$ cat src/rtl/prvp_token_rr_arbiter_pkg.sv
// Shared encodings and defaults for the token round-robin write-port arbiter.
package prvp_token_rr_arbiter_pkg;

    typedef enum logic {
        ST_IDLE = 1'b0,
        ST_OWN  = 1'b1
    } arb_state_e;

    localparam int DEF_NUM_REQ  = 4;
    localparam int DEF_MAX_HOLD = 16;

endpackage

$ cat src/rtl/prvp_sync_token_ring.sv
// One-hot priority token register; loads a new position only when enabled.
module prvp_sync_token_ring #(
    parameter int WIDTH = 4
) (
    input  logic             clk_i,
    input  logic             rst_i,
    input  logic             en_i,
    input  logic [WIDTH-1:0] d_i,
    output logic [WIDTH-1:0] q_o
);

    logic [WIDTH-1:0] q_q;

    always_ff @(posedge clk_i) begin
        if (rst_i)     q_q <= WIDTH'(1);
        else if (en_i) q_q <= d_i;
    end

    assign q_o = q_q;

endmodule

$ cat src/rtl/prvp_token_rr_arbiter.sv
// Round-robin arbiter for one buffer write port: burst ownership, one-hot rotating
// token, and a hold counter that forces release after MAX_HOLD accepted beats.
module prvp_token_rr_arbiter
    import prvp_token_rr_arbiter_pkg::*;
#(
    parameter int NUM_REQ  = DEF_NUM_REQ,
    parameter int MAX_HOLD = DEF_MAX_HOLD,
    parameter int IDX_W    = (NUM_REQ > 1) ? $clog2(NUM_REQ) : 1,
    parameter int HOLD_W   = (MAX_HOLD > 0) ? $clog2(MAX_HOLD + 1) : 1
) (
    input  logic               clk_i,
    input  logic               rst_i,
    input  logic               enable_i,
    input  logic [NUM_REQ-1:0] req_i,
    input  logic [NUM_REQ-1:0] last_i,
    output logic [NUM_REQ-1:0] grant_o,
    output logic [IDX_W-1:0]   grant_idx_o,
    output logic               grant_vld_o,
    output logic               preempt_o,
    output logic [NUM_REQ-1:0] token_o
);

    localparam logic [HOLD_W-1:0] HOLD_LIM = (MAX_HOLD == 0) ? '0 : HOLD_W'(MAX_HOLD - 1);
    localparam logic [IDX_W:0]    NREQ_W   = (IDX_W + 1)'(NUM_REQ);

    arb_state_e          state_q, state_d;
    logic [NUM_REQ-1:0]  grant_q, grant_d;
    logic [IDX_W-1:0]    idx_q, idx_d;
    logic                vld_q, vld_d;
    logic                preempt_q, preempt_d;
    logic [HOLD_W-1:0]   hold_q, hold_d;
    logic [NUM_REQ-1:0]  token;
    logic                release_stb;

    // Winner search: rotate req so the token position lands at bit 0,
    // take the lowest set bit, then add the token position back.
    logic [IDX_W-1:0]     ptr, k_sel, win;
    logic [2*NUM_REQ-1:0] dbl;
    logic [NUM_REQ-1:0]   rot, win_oh;
    logic [IDX_W:0]       sum;
    logic                 hit;

    always_comb begin
        ptr = '0;
        for (int i = 0; i < NUM_REQ; i++)
            if (token[i]) ptr = IDX_W'(i);
        dbl   = {req_i, req_i} >> ptr;
        rot   = dbl[NUM_REQ-1:0];
        hit   = 1'b0;
        k_sel = '0;
        for (int k = NUM_REQ - 1; k >= 0; k--)
            if (rot[k]) begin
                hit   = 1'b1;
                k_sel = IDX_W'(k);
            end
        sum = {1'b0, ptr} + {1'b0, k_sel};
        if (sum >= NREQ_W) sum = sum - NREQ_W;
        win         = sum[IDX_W-1:0];
        win_oh      = '0;
        win_oh[win] = 1'b1;
    end

    logic own_req, own_last, beat, rel_norm, rel_abdn, rel_force;

    assign own_req   = |(req_i & grant_q);
    assign own_last  = |(last_i & grant_q);
    assign beat      = own_req;
    assign rel_norm  = beat & own_last;
    assign rel_abdn  = ~own_req;
    assign rel_force = (MAX_HOLD != 0) && beat && (hold_q == HOLD_LIM);

    always_comb begin
        state_d     = state_q;
        grant_d     = grant_q;
        idx_d       = idx_q;
        vld_d       = vld_q;
        hold_d      = hold_q;
        preempt_d   = 1'b0;
        release_stb = 1'b0;
        unique case (state_q)
            ST_IDLE: begin
                if (enable_i && hit) begin
                    grant_d = win_oh;
                    idx_d   = win;
                    vld_d   = 1'b1;
                    hold_d  = '0;
                    state_d = ST_OWN;
                end
            end
            ST_OWN: begin
                if (beat && hold_q != '1) hold_d = hold_q + 1'b1;
                if (rel_norm || rel_abdn || rel_force) begin
                    release_stb = 1'b1;
                    preempt_d   = rel_force & ~rel_norm;
                    grant_d     = '0;
                    idx_d       = '0;
                    vld_d       = 1'b0;
                    state_d     = ST_IDLE;
                end
            end
            default: state_d = ST_IDLE;
        endcase
    end

    always_ff @(posedge clk_i) begin
        if (rst_i) begin
            state_q   <= ST_IDLE;
            grant_q   <= '0;
            idx_q     <= '0;
            vld_q     <= 1'b0;
            preempt_q <= 1'b0;
            hold_q    <= '0;
        end else begin
            state_q   <= state_d;
            grant_q   <= grant_d;
            idx_q     <= idx_d;
            vld_q     <= vld_d;
            preempt_q <= preempt_d;
            hold_q    <= hold_d;
        end
    end

    // Token advances past the releasing owner; reset inside the ring wins over the strobe.
    prvp_sync_token_ring #(.WIDTH(NUM_REQ)) u_ring (
        .clk_i (clk_i),
        .rst_i (rst_i),
        .en_i  (release_stb),
        .d_i   ({grant_q[NUM_REQ-2:0], grant_q[NUM_REQ-1]}),
        .q_o   (token)
    );

    assign grant_o     = grant_q;
    assign grant_idx_o = idx_q;
    assign grant_vld_o = vld_q;
    assign preempt_o   = preempt_q;
    assign token_o     = token;

endmodule
$ cat config.mk
export PLATFORM = sky130hd
export DESIGN_NAME = prvp_token_rr_arbiter
export DESIGN_NICKNAME = d
export VERILOG_FILES = /design/src/rtl/prvp_token_rr_arbiter_pkg.sv /design/src/rtl/prvp_sync_token_ring.sv /design/src/rtl/prvp_token_rr_arbiter.sv
export SDC_FILE = /design/constraint.sdc
export NUM_CORES = 1
export LEC_CHECK = 0
export CORE_MARGIN = 2
export CORE_UTILIZATION = 49
export CTS_CLUSTER_DIAMETER = 150
export DETAILED_ROUTE_END_ITERATION = 8
export HOLD_SLACK_MARGIN = 0.15
export PLACE_DENSITY = 0.79
export SKIP_CTS_REPAIR_TIMING = 1
export SLEW_MARGIN = 20
export SYNTH_ARGS = -nofsm -noshare
export SYNTH_HDL_FRONTEND = slang
export SYNTH_SLANG_ARGS = --single-unit
$ cat constraint.sdc
create_clock -name clk_i -period 2.4 [get_ports clk_i]
set_input_delay 0.24 -clock clk_i [delete_from_list [all_inputs] [get_ports clk_i]]
set_output_delay 0.24 -clock clk_i [all_outputs]
set_load 0.005 [all_outputs]
### After elaboration in Yosys (flattened, before gate mapping)

Cells that the tools add are included.

| word-level totals | value |
|---|---|
| output and inout bits | 12 |
| bits in latches | 0 |
| memories kept | 0 |
| memory bits (writable) | 0 |
| flip-flop bits (word level) | 18 |
| bits in read-only memories | 0 |

| operators by class | value |
|---|---|
| reductions and logical operators | 11 |
| magnitude comparators | 3 |
| add/subtract/negate cells | 3 |
| eq/ne operators | 5 |
| shift-type cells | 1 |
| div/mod/pow operators | 0 |
| bitwise gates (word level) | 8 |
| muxes and demuxes | 31 |
| multiply operators | 0 |

Operator list:

| operator | number |
|---|---|
| $mux 2 | 9 |
| $mux 1 | 12 |
| $mux 5 | 2 |
| $pmux 5 s2 | 1 |
| $and 4x4->4 | 2 |
| $mux 4 | 2 |
| $pmux 4 s2 | 1 |
| $reduce_or 4->1 | 2 |
| $shr 8x2->4 | 1 |
| $add 5x1->5 const B | 1 |
| $eq 5x4->1 const B | 1 |
| $ne 5x5->1 const B | 1 |
| $logic_and 1x1->1 | 4 |
| $ne 2x1->1 const B | 2 |
| $not 1->1 | 4 |
| $pmux 1 s2 | 2 |
| $pmux 2 s2 | 1 |
| $reduce_and 2->1 | 2 |
| $add 2x2->3 | 1 |
| $ge 3x3->1 const B | 1 |
| $lt 2x3->1 const B | 1 |
| $reduce_or 3->1 | 1 |
| $and 1x1->1 | 2 |
| $demux 1 s2 | 1 |
| 4 further kinds | 5 |

### Logic depth before layout (Yosys ltp)

| logic depth | value |
|---|---|
| word-level depth | 17 |
| mapped depth | 8 |
| mapped depth without buffers | 7 |

### By module

A second synthesis with hierarchy kept.

| second synthesis, totals | value |
|---|---|
| cells, all modules | 112 |
| area total of the unflattened synthesis | 1006.0 µm² |

By module, submodules not included:

| module | cells an instance | area each (µm²) | instances |
|---|---|---|---|
| prvp_token_rr_arbiter | 99 | 862.1 | 1 |
| prvp_sync_token_ring | 13 | 143.9 | 1 |

### Worst setup path before layout

No wires, ideal clock.

| path | value |
|---|---|
| path type | register to register |
| from | reg u_ring.q_q[3] (netlist: u_ring.q_o[3]) |
| to | reg grant_q[2] (netlist: grant_o[2]) |
| slack | 0.395 ns |
| stages on the path, launching flop included | 8 |
| buffers on the path | 0 |
| data arrival time | 1.931 ns |
| setup time | 0.075 ns |
| data required time | 2.325 ns |
| clock period less this slack | 2.005 ns |
| cells stage by stage | dfxtp_1 > o21ai_0 > a22oi_1 > o32ai_1 > mux2_2 > ha_1 > or3_2 > o22ai_1 |

| on the way | value |
|---|---|
| longest elaborated chain between the ends | 15 |

RTL lines:

| element | line | text |
|---|---|---|
| from (decl) | prvp_sync_token_ring.sv:12 | `logic [WIDTH-1:0] q_q;` |
| from (signal assigned) | prvp_sync_token_ring.sv:16 | `else if (en_i) q_q <= d_i;` |
| $mux 2 * | prvp_token_rr_arbiter.sv:46 | `if (token[i]) ptr = IDX_W'(i);` |
| $shr 8x2->4 | prvp_token_rr_arbiter.sv:47 | `dbl = {req_i, req_i} >> ptr;` |
| $mux 2 (4 in a row) | prvp_token_rr_arbiter.sv:52 | `if (rot[k]) begin` |
| $add 2x2->3 | prvp_token_rr_arbiter.sv:56 | `sum = {1'b0, ptr} + {1'b0, k_sel};` |
| $ge 3x3->1 or $sub 2x1->2 (tied branches) | prvp_token_rr_arbiter.sv:57 | `if (sum >= NREQ_W) sum = sum - NREQ_W;` |
| $mux 2 | prvp_token_rr_arbiter.sv:57 |  |
| $lt 2x3->1 (implied by the code) or $ge 2x1->1 (tied branches) | prvp_token_rr_arbiter.sv:60 | `win_oh[win] = 1'b1;` |
| $logic_and 1x1->1 (implied by the code) | prvp_token_rr_arbiter.sv:60 |  |
| $mux 1 (implied by the code) | prvp_token_rr_arbiter.sv:60 |  |
| $demux 1 s2 | prvp_token_rr_arbiter.sv:60 |  |
| $mux 4 | prvp_token_rr_arbiter.sv:82 | `if (enable_i && hit) begin` |
| $pmux 4 s2 | prvp_token_rr_arbiter.sv:80 | `unique case (state_q)` |
| to (signal assigned) | prvp_token_rr_arbiter.sv:115 | `grant_q <= grant_d;` |
| to (decl) | prvp_token_rr_arbiter.sv:27 | `logic [NUM_REQ-1:0] grant_q, grant_d;` |

Every way passes the cells marked *; elsewhere a longest branch is shown, timed or not. The select of a mux whose other input is x is not followed.
A chain may end at the register's enable or synchronous reset.

### Final worst setup path

| path | value |
|---|---|
| from | reg u_ring.q_q[3] (netlist: u_ring.q_o[3]) |
| to | reg grant_q[0] (netlist: grant_o[0]) |

The elaborated chain is that of the path after synthesis.

==> results.ini <==
[global_route]
antenna_found_initial = 0
grt_pass1_wl_mm = 4.098
grt_start_max_net_pins = 21
groute.usage.overall_pct = 20.75
grt_overflow = 0
grt_pass1_vias = 959

[critical_path]
crit_chain = o21ai_0 > a2bb2oi_1 > o32ai_1 > mux2_2 > ha_1 > or3_2 > o22ai_1
critical_path_required_ps = 2620
worstSetupPathType = reg -> reg
start_kind = flip-flop
cp_data_arrival_time_ps = 2380
crit_slowest_cell = or3_2
cpPeakStageDelay_ps = 490
crit_path_end_kind = flip-flop
critical_path.max_fanout = 9

[finish]
layout_commonest_cell = clkdlybuf4s50_1
drive_above_1_share_pct = 15.38
insertedDiodeCount = 0
nets = 159
final_cell_count_no_fill = 170
final_cell_mix = 22 x clkdlybuf4s50_1, 18 x dfxtp_1, 10 x nor2_1
area_delta_synth_final_pct = 28.99

[timing]
fmax_ghz = 0.4637
worst_slew_pin_slew_ps = 408.0
fin_crit_ps = 2157
rsz0062_at_grt = false
maxSlewHeadroom_pct = 72.71
finalHoldViolCount = 0
setup_viol = 0
fin_worst_skew_ps = 7.334
layout_setup_ws_ps = 243.4
setup-tns-final_ps = 0
fin_crit_sh_pct = 89.86
slew_violations = 0

[synthesis]
synth.net_count = 131
yosysUniqueCellTypes = 41
syn_area_um2 = 1036
synth_seq_cells = 18
synth_top_flop_cell = dfxtp_1
synthArstFlopShare_pct = 0
seq_area_frac_synth_pct = 34.78
synth.avg_cell_area_um2 = 8.931
synth-edff-count = 0
synth_cells = 116
ys_warn_count = 0

[clock_tree]
root_buffer = clkbuf_4
htree_levels = 1
clockBufferDepth = 2
cts_tree = built
numCtsBuffers = 3
cts.clk_slew.worst_paths_ps = 100
clk_latency_ps = 290
cts_sinks = 18

[die]
die_w_um = 49.98
std_cell_rows = 16
ioPinCount = 23
chipHeight_um = 49.98
coreArea_um2 = 1982
die-area_um2 = 2498
start_util_pct = 52.27

[placement]
dp.cells = 166
io_buffers = 22
hpwl_mm = 1.702
globalplace.congestion = 0.8255
pre_cts_ws_ps = -22.27

[run]
maxCapViolCount = 0

[power]
swShare_pct = 25.16
p_per_area_nw_per_um2 = 471.3
leakagePower_nw = 0.5065
power.internal_uw = 471.4
p_seq_share_pct = 50.8
comb_power_share_pct = 20.4
clkPwrFrac_pct = 28.8
switching_power_uw = 158.5
vdd_drop_max_mv = 0.5125

[min_path]
min_path_type = reg -> reg

[detailed_routing]
drc = 0
ant_nets = 0
first_pass_iters = 4
wire_per_inst_um = 13.08
wl_mm = 2.223
vias = 944
dr.first_iter.drc_count = 21
via_per_inst = 5.553

[status]
status = finished, final reports clean

## Yosys cell counts, drive strengths merged (2+ instances only)
cell     count  share of area, %
nor2        11               4.2
inv          7               2.5
a22oi        5               3.6
nor3         3               1.4
a211oi       2               3.1
nand3b       7               5.1
o32ai        3               2.5
ha           4               4.8
a2bb2oi      2               1.7
nand3        3               1.9
mux2i        4               3.9
a21oi        4               1.9
mux2         2               2.2
o21ai        5               2.4
nand2        8               3.1
buf          4               3.4
o22ai        4               2.4
or3          2               1.3
clkbuf       2              0.72
and3         2               1.7
nor2b        3               1.8
dfxtp       18                35
## worst max-delay path, delay by kind of cell, from the launching register on
kind	cells	cell delay, ps
AO/OA/AOI/OAI	4	570
adder cells (fa/ha/maj)	1	280
flip-flops	1	480
multiplexers	1	260
AND/OR/NAND/NOR	1	490
## power by group through the flow
stage / Combinational (mW) / Clock (mW) / Sequential, mW
after detailed placement: 0.128 / 0 / 0.327
final: 0.129 / 0.181 / 0.320
after global placement: 0.126 / 0 / 0.326
after CTS: 0.129 / 0.189 / 0.320
after floorplan: 0.0739 / 0 / 0.325
after global routing: 0.141 / 0.201 / 0.322
## sequential cells by signal, indices dropped and copies added, names as in the netlist
register / flops
preempt_o: 1
grant_vld_o: 1
u_ring.q_o: 4
hold_q: 5
grant_idx_o: 2
state_q: 1
grant_o: 4
## final timing paths
path	end	slack, ps	from	depth (start not counted)
max	grant_o[0]	240	u_ring.q_o[3]	7
min	preempt_o	470	state_q	2
max reg2reg	grant_o[0]	240	u_ring.q_o[3]	7
min reg2reg	preempt_o	470	state_q	2
## cell type report
cell class | instances | area [um2]
fillers | 148 | 645.6
multi-input cells | 85 | 606.8
flip-flops and latches | 18 | 360.3
repair buffers | 29 | 272.8
clock buffers | 4 | 36.28
well taps | 27 | 33.78
inverters | 7 | 26.28
## layer usage
layer / wire length [um] / track usage, %
met4: 23 / 6.019
met3: 98 / 5.758
met5: 0 / 0
met2: 1054 / 33.33
met1: 1047 / 26.88
## stage by stage
step,hold slack (ps),cell area (um2),utilization (%),total power [mW]
after floorplan,437.4,1036,-,0.3989
after global placement,451.0,1300,65.59,0.4517
after detailed placement,465.7,1300,65.59,0.4547
after CTS,478.6,1336,67.42,0.6371
after global routing,497.5,1336,67.42,0.6642
final,474.2,1336,67.42,0.6298
## kinds of logic after synthesis
group	share of synthesized area [%]
AOI/OAI and AO/OA	22.22
xor gates and xnor gates	1.691
adders and majority gates	4.831
buffers and inverters	6.643
DFF	34.78
muxes	6.039
and+or+nand+nor	23.80
No activity file was read; power rests on OpenSTA's default activity.
